### src/rtl/param_divider.sv
// Iterative restoring integer divider, signed or unsigned, producing RADIX_LOG2
// quotient bits per cycle behind a valid/ready handshake with flush support.
module param_divider #(
  parameter int WIDTH      = 32,
  parameter int RADIX_LOG2 = 1
) (
  input  logic             clock,
  input  logic             reset_n,
  input  logic             div_valid,
  output logic             div_ready,
  input  logic             div_signed,
  input  logic [WIDTH-1:0] dividend,
  input  logic [WIDTH-1:0] divisor,
  input  logic             cancel,
  output logic             result_valid,
  input  logic             result_ready,
  output logic [WIDTH-1:0] quotient,
  output logic [WIDTH-1:0] remainder,
  output logic             div_by_zero,
  output logic [1:0]       state
);

  localparam int ITER = WIDTH / RADIX_LOG2;
  localparam int CW   = $clog2(ITER);

  typedef enum logic [1:0] {
    WAITING = 2'd0,
    LOAD    = 2'd1,
    DIVIDE  = 2'd2,
    RETURN  = 2'd3
  } divide_state_t;

  // Handshake: an operand transfer happens on a rising edge where
  // div_valid & div_ready & !cancel; a result transfer happens where
  // result_valid & result_ready & !cancel. Cancel always wins.
  divide_state_t    cur;
  logic [WIDTH-1:0] a_reg, b_reg;
  logic             sgn_reg, q_neg, r_neg;
  logic [WIDTH-1:0] dvd, dsr;
  logic [WIDTH:0]   pr;
  logic [CW-1:0]    cnt;

  logic [WIDTH-1:0] a_abs, b_abs;
  logic [WIDTH:0]   pr_nxt;
  logic [WIDTH-1:0] dvd_nxt;

  assign state = cur;
  assign a_abs = (sgn_reg && a_reg[WIDTH-1]) ? -a_reg : a_reg;
  assign b_abs = (sgn_reg && b_reg[WIDTH-1]) ? -b_reg : b_reg;

  // Quotient bits shift into the bottom of dvd as dividend bits leave the top.
  always_comb begin
    logic [WIDTH:0]   sh;
    logic [WIDTH+1:0] diff;
    pr_nxt  = pr;
    dvd_nxt = dvd;
    sh      = '0;
    diff    = '0;
    for (int i = 0; i < RADIX_LOG2; i++) begin
      sh      = (pr_nxt << 1) | {{WIDTH{1'b0}}, dvd_nxt[WIDTH-1]};
      diff    = {1'b0, sh} - {2'b00, dsr};
      dvd_nxt = {dvd_nxt[WIDTH-2:0], ~diff[WIDTH+1]};
      pr_nxt  = diff[WIDTH+1] ? sh : diff[WIDTH:0];
    end
  end

  always_ff @(posedge clock or negedge reset_n) begin
    if (!reset_n) begin
      cur          <= WAITING;
      div_ready    <= 1'b1;
      result_valid <= 1'b0;
      quotient     <= '0;
      remainder    <= '0;
      div_by_zero  <= 1'b0;
      a_reg        <= '0;
      b_reg        <= '0;
      sgn_reg      <= 1'b0;
      q_neg        <= 1'b0;
      r_neg        <= 1'b0;
      dvd          <= '0;
      dsr          <= '0;
      pr           <= '0;
      cnt          <= '0;
    end else if (cancel) begin
      cur          <= WAITING;
      div_ready    <= 1'b1;
      result_valid <= 1'b0;
    end else begin
      case (cur)
        WAITING: begin
          if (div_valid) begin
            a_reg     <= dividend;
            b_reg     <= divisor;
            sgn_reg   <= div_signed;
            div_ready <= 1'b0;
            cur       <= LOAD;
          end
        end
        LOAD: begin
          q_neg <= sgn_reg & (a_reg[WIDTH-1] ^ b_reg[WIDTH-1]);
          r_neg <= sgn_reg & a_reg[WIDTH-1];
          dvd   <= a_abs;
          dsr   <= b_abs;
          pr    <= '0;
          cnt   <= CW'(ITER - 1);
          if (b_reg == '0) begin
            quotient     <= '1;
            remainder    <= a_reg;
            div_by_zero  <= 1'b1;
            result_valid <= 1'b1;
            cur          <= RETURN;
          end else begin
            cur <= DIVIDE;
          end
        end
        DIVIDE: begin
          dvd <= dvd_nxt;
          pr  <= pr_nxt;
          cnt <= cnt - 1'b1;
          if (cnt == '0) begin
            quotient     <= q_neg ? -dvd_nxt : dvd_nxt;
            remainder    <= WIDTH'(r_neg ? -pr_nxt : pr_nxt);
            div_by_zero  <= 1'b0;
            result_valid <= 1'b1;
            cur          <= RETURN;
          end
        end
        RETURN: begin
          if (result_ready) begin
            result_valid <= 1'b0;
            div_ready    <= 1'b1;
            cur          <= WAITING;
          end
        end
        default: begin
          cur       <= WAITING;
          div_ready <= 1'b1;
        end
      endcase
    end
  end

endmodule
### config.mk
export PLATFORM = sky130hd
export DESIGN_NAME = param_divider
export DESIGN_NICKNAME = d
export VERILOG_FILES = /design/src/rtl/param_divider.sv
export SDC_FILE = /design/constraint.sdc
export NUM_CORES = 1
export LEC_CHECK = 0
export ABC_AREA = 1
export CORE_UTILIZATION = 58
export CTS_CLUSTER_DIAMETER = 60
export DETAILED_ROUTE_END_ITERATION = 10
export PLACE_DENSITY = 0.84
export SYNTH_ARGS = -nofsm -noshare
export SYNTH_HDL_FRONTEND = slang
export SYNTH_SLANG_ARGS = --single-unit
### constraint.sdc
create_clock -name clock -period 4.1 [get_ports clock]
set_input_delay 0.615 -clock clock [delete_from_list [all_inputs] [get_ports clock]]
set_output_delay 0.615 -clock clock [all_outputs]
set_load 0.01 [all_outputs]
* Word level (Yosys, flattened, before mapping)
Index checks and enable logic that the tools add are counted.
Widths: inputs -> output; s select.
** Storage, ports and cells
- Bits in registers :: 237
- Input port bits :: 70
- Output and inout port bits :: 69
- Word-level logic and storage cells :: 82
** Cells by class
- Add/sub/neg operators :: 6
- Equality and inequality tests :: 9
- Multiplexer cells :: 31
- Bitwise operators :: 6
- Reduce and logical (&&, ||, !) cells :: 15
** Operator list (count)
- $mux 32 :: 9
- $pmux 32 s2 :: 4
- $neg 32->32 :: 4
- $sub 33x32->34 :: 1
- $or 33x1->33 :: 1
- $logic_not 32->1 :: 1
- $ne 3x3->1 const B :: 4
- $pmux 5 s2 :: 1
- $mux 1 :: 9
- $reduce_and 3->1 :: 3
- $mux 2 :: 4
- $pmux 2 s4 :: 1
- $reduce_and 4->1 :: 2
- $logic_not 5->1 :: 1
- $sub 5x1->5 const B :: 1
- $eq 2x2->1 const B :: 2
- $ne 2x2->1 const B :: 2
- $pmux 1 s2 :: 2
- $reduce_and 2->1 :: 2
- $reduce_bool 4->1 :: 1
- $pmux 1 s3 :: 1
- $reduce_bool 3->1 :: 1
- $and 1x1->1 :: 2
- $eq 2x1->1 const B :: 1
- 5 further kinds :: 7

* Logic depth before layout (Yosys ltp)
Gate-level depths: netlist (run 1).
- Depth after elaboration :: 7
- Mapped depth :: 28
- Gate-level depth less buffers :: 27

* Least setup slack after synthesis (run 1)
No wires, ideal clock.
- Kind :: register -> register
- Start :: register pr[7]
- End :: register quotient[24]
- Library setup time :: 0.123 ns
- Arrival time :: 3.635 ns
- Required time :: 3.977 ns
- Setup slack :: 0.341 ns
- Cell stages (with the launch flop) :: 28
- Path buffers :: 1
- Period minus slack after synthesis :: 3.759 ns
- Path through :: dfrtp_1 -> ha_1 -> nand2_1 -> inv_1 -> nand2_1 -> nand2_1 -> inv_1 -> nand3_2 -> nand2_2 -> nand2_2 -> nand2_4 -> nand2_4 -> inv_2 -> buf_2 -> ha_1 -> inv_1 -> nor3_1 -> inv_1 -> nor2_1 -> nand2_1 -> nor2_1 -> inv_1 -> nor4_2 -> nand2_1 -> o31ai_2 -> o21ai_0 -> xor2_1 -> a2bb2oi_2
** Between the ends
- Word-level cells in the longest chain between the ends :: 7
** Ends and longest elaborated chain
- start, declared :: RTL line 40 : logic [WIDTH:0] pr;
- start signal, assigned :: RTL line 118 : pr <= pr_nxt;
- $or 33x1->33 :: RTL line 60 : sh = (pr_nxt << 1) | {{WIDTH{1'b0}}, dvd_nxt[WIDTH-1]};
- $sub 33x32->34 :: RTL line 61 : diff = {1'b0, sh} - {2'b00, dsr};
- $not 1->1 :: RTL line 62 : dvd_nxt = {dvd_nxt[WIDTH-2:0], ~diff[WIDTH+1]};
- $neg 32->32 :: RTL line 121 : quotient <= q_neg ? -dvd_nxt : dvd_nxt;
- $mux 32 :: RTL line 121
- $mux 32 :: RTL line 120 : if (cnt == '0) begin
- $pmux 32 s2 :: RTL line 89 : case (cur)
- end signal, assigned :: RTL line 121
- end, declared :: RTL line 17 : output logic [WIDTH-1:0] quotient,
No other way between the ends. The select of a mux whose other input is x is not followed.
A chain may end at the register's enable or synchronous reset.

* Worst setup path in the final report (run 1)
- Start :: register pr[16]
- End :: register remainder[12]
** Between the ends
- Word-level cells in the longest chain between the ends :: 7
** Ends and longest elaborated chain
- $or 33x1->33 (*) :: RTL line 60
- $sub 33x32->34 (*) :: RTL line 61
- $mux 32 (*) :: RTL line 63 : pr_nxt = diff[WIDTH+1] ? sh : diff[WIDTH:0];
- $neg 32->32 :: RTL line 122 : remainder <= WIDTH'(r_neg ? -pr_nxt : pr_nxt);
- $mux 32 (*) :: RTL line 122
- $mux 32 (*) :: RTL line 120
- $pmux 32 s2 (*) :: RTL line 89
- end signal, assigned :: RTL line 108 : remainder <= a_reg;
- end signal, assigned :: RTL line 122
- end, declared :: RTL line 18 : output logic [WIDTH-1:0] remainder,
Every way passes the cells marked *; elsewhere a longest branch is shown, timed or not. The select of a mux whose other input is x is not followed.

==> results.md, run 1 <==
* Postcts setup bufs at 0
* Clock power share at 0.126
* NumNets Final at about 2500
* Row Count at 60
* Setup violations, final at 0
* Clk sinks at about 240
* First-pass GRT wire length at slightly above 80 mm
* WP buf/inv at 1
* CTS Hold Bufs at 0
* Hold WC Path Type: primary input to async pin
* Die Span Y at 168 um
* Initial Util at 0.590
* Vias/cell at between 5 and 6
* Most frequent cell after synthesis: nand2_1
* Layout cells sized above 1 at 0.0794
* Power per cell area at approximately 1000 nW/um2
* Starting DRT DRC Count at 2140
* Clk_lat worst skew at roughly 0.57 ns
* Slew Limit Headroom at 0.434
* Async set or reset register ratio after synthesis at 1.00
* Remaining DRCs at 0
* P_int at slightly below 9 mW
* Most frequent cells after synthesis: nand2_1 (599), inv_1 (299), dfrtp_1 (236)
* DP Area at 17600 um2
* PortBufs at around 140
* DRT Pass-1 Iters at 6
* Post-synth top area share at 0.371
* Max_cap viols at 0
* Root buffer cell: clkbuf_16
* Ordered cell list for the critical path: ha_1 > nand2_1 > nor2_1 > nand2_1 > nor2_1 > nand2_4 > nand2_4 > buf_12 > nand2_1 > nand2_2 > ha_1 > nand2_1 > nor2_2 > nand3_1 > nand2_2 > nor2_1 > o21ai_0 > nand2_1 > nand2_1
* Clk_skew at between 0.009 and 0.01 ns
* Crit-path max cell delay at about 0.43 ns
* Vias at between 15000 and 20000
* Combinational Power Share at 0.638
* Placer Congestion at 1.01
* RSZ-0062 raised after global routing: no
* Routed WL at roughly 53 mm
* All-Layer GR Usage at 0.384
* Most used DFF post-synth: dfrtp_1
* Longest Clk Path Bufs at 3
* Peak VDD IR at about 0.54 mV
* Area grow syn2layout at 15.9%
* Io pins at 139
* Seq/Total Area, Yosys at 0.373
* CTS buffer count at 27
* Setup TNS at 0 ns
* Worst-path clk slew at roughly 0.060 ns
* Fin worst setup slack at between 0.2 and 0.3 ns
* Average size of a mapped cell at just over 7 um2
* Post-DP HPWL at 40.7 mm
* CP Max Fanout at 44
* Global route total overflow at 0
* Place WS at roughly 0.28 ns
* Pins Over Slew Limit at 0
* Outcome: completed
* Die width at ~170 um
* Sw Ratio at 0.530
* Cell accounting for the most synthesized area: dfrtp_1
* Most numerous cell on the critical path: nand2_1
* F_max at roughly 0.26 GHz
* Psw at roughly 10 mW
* Leak at between 9 and 10 nW
* Critical path startpoint category: flip-flop
* Synth Register Bits at 237
* Post-CTS Resized at 0
* H-tree depth at 1
* CP Class: flip-flop to flip-flop
* Initial antenna violation count at 5
* Largest net degree at the start of global routing at between 100 and 150
* Crit. End Element: flip-flop
* Netlist cell types at a little under 60
* TritonCTS clock tree: built
* Vias in the first global route at about 15000
* Final Cell Area at ~18000 um2
* Wirelength per Cell at ~20 um
* Core area at between 20000 and 30000 um2
* Synth Warn # at 0
* Final Hold Viols at 0
* Cells after Synth at 2234
* Seq pwr share at 0.236
* Period utilization at 0.932
* Die area at around 28000 um2
* Tightest Pin Transition at 0.848 ns
* Fin crit period at ~3.8 ns
* CP Data Required Time at approximately 4.6 ns
* Post-Syn Area at roughly 16000 um2
* Data arrival, critical path at 4.32 ns
* Ranking of synthesized cells by area: dfrtp_1 (37%), nand2_1 (14%), inv_1 (7.1%)
* Routed Antenna Nets at 0
* Post-synth EDFFs at 0
* CP top delay family: simple AND/OR/NAND/NOR gates
* CP max stage cell: dfrtp_1
* Syn_nets at about 2300
## path summary, 6_finish.rpt
check | startpoint | end | slack [ns] | cells after the start
max | pr[16] | remainder[12] | 0.28 | 19
min | reset_n | remainder[20] | 0.07 | 1
max reg2reg | pr[16] | remainder[12] | 0.28 | 19
min reg2reg | remainder[13] | remainder[13] | 0.48 | 2
max in group asynchronous | reset_n | dsr[25] | 2.93 | 2
min in group clock | remainder[13] | remainder[13] | 0.48 | 2
## routing by layer
| layer | GRT usage | part of all wire | vias to the layer above |
|---|---|---|---|
| met1 | 0.556 | 0.43 | 7550 |
| met3 | 0.0737 | 0.11 | 131 |
| li1 | - | - | 7482 |
| met2 | 0.570 | 0.43 | 904 |
| met5 | 0 | 0 | - |
| met4 | 0.137 | 0.038 | 0 |
## metrics by stage
step           std cells  hold WS [ns]  power [mW]   util
5_1_grt             2710         0.156        20.2  0.684
3_5_place_dp        2663         0.465        16.1  0.652
6_report            2711        0.0705        18.9  0.684
3_3_place_gp        2663         0.462        15.9  0.652
2_1_floorplan       2234         0.319        12.2      -
4_1_cts             2710         0.130        18.5  0.683
## cell type report
class / count / area [um2]
timing repair buffer: 165 / 1640
sequential: 237 / 5930
antenna: 1 / 2.50
clock buffer: 38 / 727
clock inverter: 9 / 116
multi-input combinational: 1612 / 8440
fill: 2340 / 8510
inverter: 308 / 1160
tap: 341 / 427
## layout by cell type (no fill, tap or decap), types with 42 or more instances in the layout
master	count
inv_1	299
a21oi_1	113
clkdlybuf4s50_1	137
xor2_1	48
ha_1	42
dfrtp_1	236
nor2_1	197
nand2_1	599
nand3_1	149
o21ai_0	156
## power by group through the flow
stage | Sequential [mW] | Combinational (mW) | Clock [mW]
floorplan | 4.23 | 7.99 | 0
global placement | 4.39 | 11.5 | 0
detailed placement | 4.43 | 11.6 | 0
CTS | 4.39 | 11.7 | 2.40
global route | 4.56 | 13.2 | 2.48
finish | 4.45 | 12.1 | 2.39
## cell families after synthesis
family	after synthesis	synth area share
compound gates	401	0.153
xor+xnor	57	0.0314
fa+ha+maj	44	0.0351
buf+inv	385	0.0994
flops	237	0.373
mux	22	0.0156
simple gates	1088	0.293
Note: power is estimated with default switching activity, not from simulation.
==> run 2: changes to the inputs <==
Settings changed: REMOVE_ABC_BUFFERS from default to 1.
==> run 2 against run 1 <==
  * Core utilization up 0.61 points
  * Largest cell class unchanged
  * Clock power up 8%
  * Critical path depth up 7
  * Register-to-register slack better by 0.02 ns
  * Design area up 0.90%
  * Clock skew up 0.0046 ns
  * Critical endpoint is now quotient[24]
  * Setup slack better by 0.025 ns
  * Maximum frequency up 0.65%
  * Total power down 0.51%
==> results.md, run 2 (synthesis gave the netlist of run 1 again) <==
* Outcome: completed
* Critical path startpoint category: flip-flop
* Wirelength per Cell at 18.6 um (-5.5%)
* Global route total overflow at 0 (unchanged)
* Commonest non-fill, non-tap cell in the layout: nand2_1
* Post-DP HPWL at 37.2 mm (-8.6%)
* DRT Pass-1 Iters at 6 (unchanged)
* Final Hold Viols at 0 (unchanged)
* Place WS at 0.303 ns (+0.0204 ns)
* Clk_skew at 0.0143 ns (+0.00463 ns)
* Largest net degree at the start of global routing at 103 (-1.9%)
* Layout cells sized above 1 at 0.0892 (+0.00987)
* TritonCTS clock tree: built
* Remaining DRCs at 0 (unchanged)
* Fin worst setup slack at 0.305 ns (+0.0245 ns)
* Clk sinks at 237 (unchanged)
* Layout fillers at 2249 (-3.9%)
* Crit-path max cell delay at 0.43 ns (about the same)
* NumNets Final at 2479 (+0.57%)
* Die area at 28100 um2 (unchanged)
* Slew Limit Headroom at 0.413 (-0.0212)
* Most numerous cell on the critical path: inv_1
* Pins Over Slew Limit at 0 (unchanged)
* Most frequent cells in the layout: nand2_1 (598), inv_1 (299), dfrtp_1 (236)
* H-tree depth at 1 (unchanged)
* Worst hold slack at 0.0257 ns (-0.0449 ns)
* Routed WL at 50.8 mm (-4.9%)
* Vias/cell at 5.88 (-0.85%)
* Longest Clk Path Bufs at 3 (unchanged)
* Row Count at 60 (unchanged)
* WP buf/inv at 6 (+5)
* Worst-path clk slew at 0.07 ns (about the same)
* Initial Util at 0.590 (unchanged)
* All-Layer GR Usage at 0.368 (-0.0159)
* Clk_lat worst skew at 0.58 ns (about the same)
* Core area at 27000 um2 (unchanged)
* Peak VDD IR at 0.732 mV (+36%)
* Vias in the first global route at 15137 (+3.2%)
* Period utilization at 0.926 (-0.00598)
* Data arrival, critical path at 4.26 ns (-0.06 ns)
* Max_cap viols at 0 (unchanged)
* First-pass GRT wire length at 81.8 mm (-1.4%)
* PortBufs at 138 (unchanged)
* CP Max Fanout at 4 (-91%)
* CP Class: flip-flop to flip-flop
* Root buffer cell: clkbuf_16
* Power per cell area at 1010 nW/um2 (-1.4%)
* F_max at 0.264 GHz (+0.65%)
* Hold WC Path Type: primary input to async pin
* Die Span Y at 168 um (unchanged)
* Starting DRT DRC Count at 2076 (-3.0%)
* CP Data Required Time at 4.57 ns (-0.03 ns)
* Routed Antenna Nets at 0 (unchanged)
* Setup TNS at 0 ns (unchanged)
* Die width at 168 um (unchanged)
* CP top delay family: simple AND/OR/NAND/NOR gates
* Initial antenna violation count at 0 (-5)
* Placer Congestion at 1.01 (+0.72%)
* Setup violations, final at 0 (unchanged)
* CTS buffer count at 29 (+7.4%)
* CP max stage cell: dfrtp_1
* N_diodes at 0 (-1)
* Vias at 16031 (-0.22%)
* Tightest Pin Transition at 0.880 ns (+0.0318 ns)
* Io pins at 139 (unchanged)
* Leak at 9.28 nW (+1.2%)
* Crit. End Element: flip-flop
* Area grow syn2layout at 17.0%
* Fin crit period at 3.79 ns (-0.0245 ns)
* CTS Hold Bufs at 0 (unchanged)
==> run 2: cell count changes in the layout (fill, tap and decap cells not counted), moves of 2 or more <==
cell       change
clkbuf_1       -6
clkbuf_16      +2
clkbuf_8       +2
buf_4         +14
inv_6          +3
buf_12         -2
clkinv_2       +2
==> run 2: final timing paths <==
kind                       slack, ns  cells past startpoint           from       endpoint
hold / removal                  0.03                      1        reset_n         dsr[4]
setup / recovery                0.31                     26          pr[7]   quotient[24]
min in group clock              0.48                      2  remainder[13]  remainder[13]
hold reg to reg                 0.48                      2  remainder[13]  remainder[13]
max in group asynchronous       3.07                      2        reset_n         pr[14]
setup reg to reg                0.31                     26          pr[7]   quotient[24]
==> run 2: where the power goes <==
| group | internal (mW) | total [mW] | switching [mW] |
|---|---|---|---|
| clock network | 1.44 | 2.57 | 1.13 |
| logic | 4.14 | 11.9 | 7.75 |
| registers | 3.40 | 4.35 | 0.949 |
| total | 8.99 | 18.8 | 9.82 |
==> run 2: what timing repair did <==
item	in CTS	in global routing
buffers inserted	0	1
gates resized for setup	0	5
setup endpoints to repair	0	4
==> run 2: per-layer routing <==
metal  part of all wire  routed length, um  global-route usage  up-vias
li1                   -                  -                   -     7523
met1               0.43              21800               0.529     7489
met2               0.44              22500               0.568      899
met3               0.10               5100              0.0600      120
met4              0.028               1440               0.113        0
met5                  0                  0                   0        -
==> run 2: per-stage QoR <==
step	utilization	area (um2)	std cells	total power [mW]
detailed placement	0.654	17600	2674	15.8
global route	0.690	18600	2728	20.3
finish	0.690	18600	2728	18.8
floorplan	-	15500	2157	12.0
global placement	0.654	17600	2674	15.5
CTS	0.689	18600	2727	18.4
==> run 2: cell type report <==
class	instances	area, um2	share of cell area
inverter	308	1160	0.0621
clock buffer	36	782	0.0420
clock inverter	17	166	0.00894
sequential	237	5930	0.319
timing repair buffer	177	1700	0.0916
tap	341	427	0.0229
multi-input combinational	1612	8440	0.454
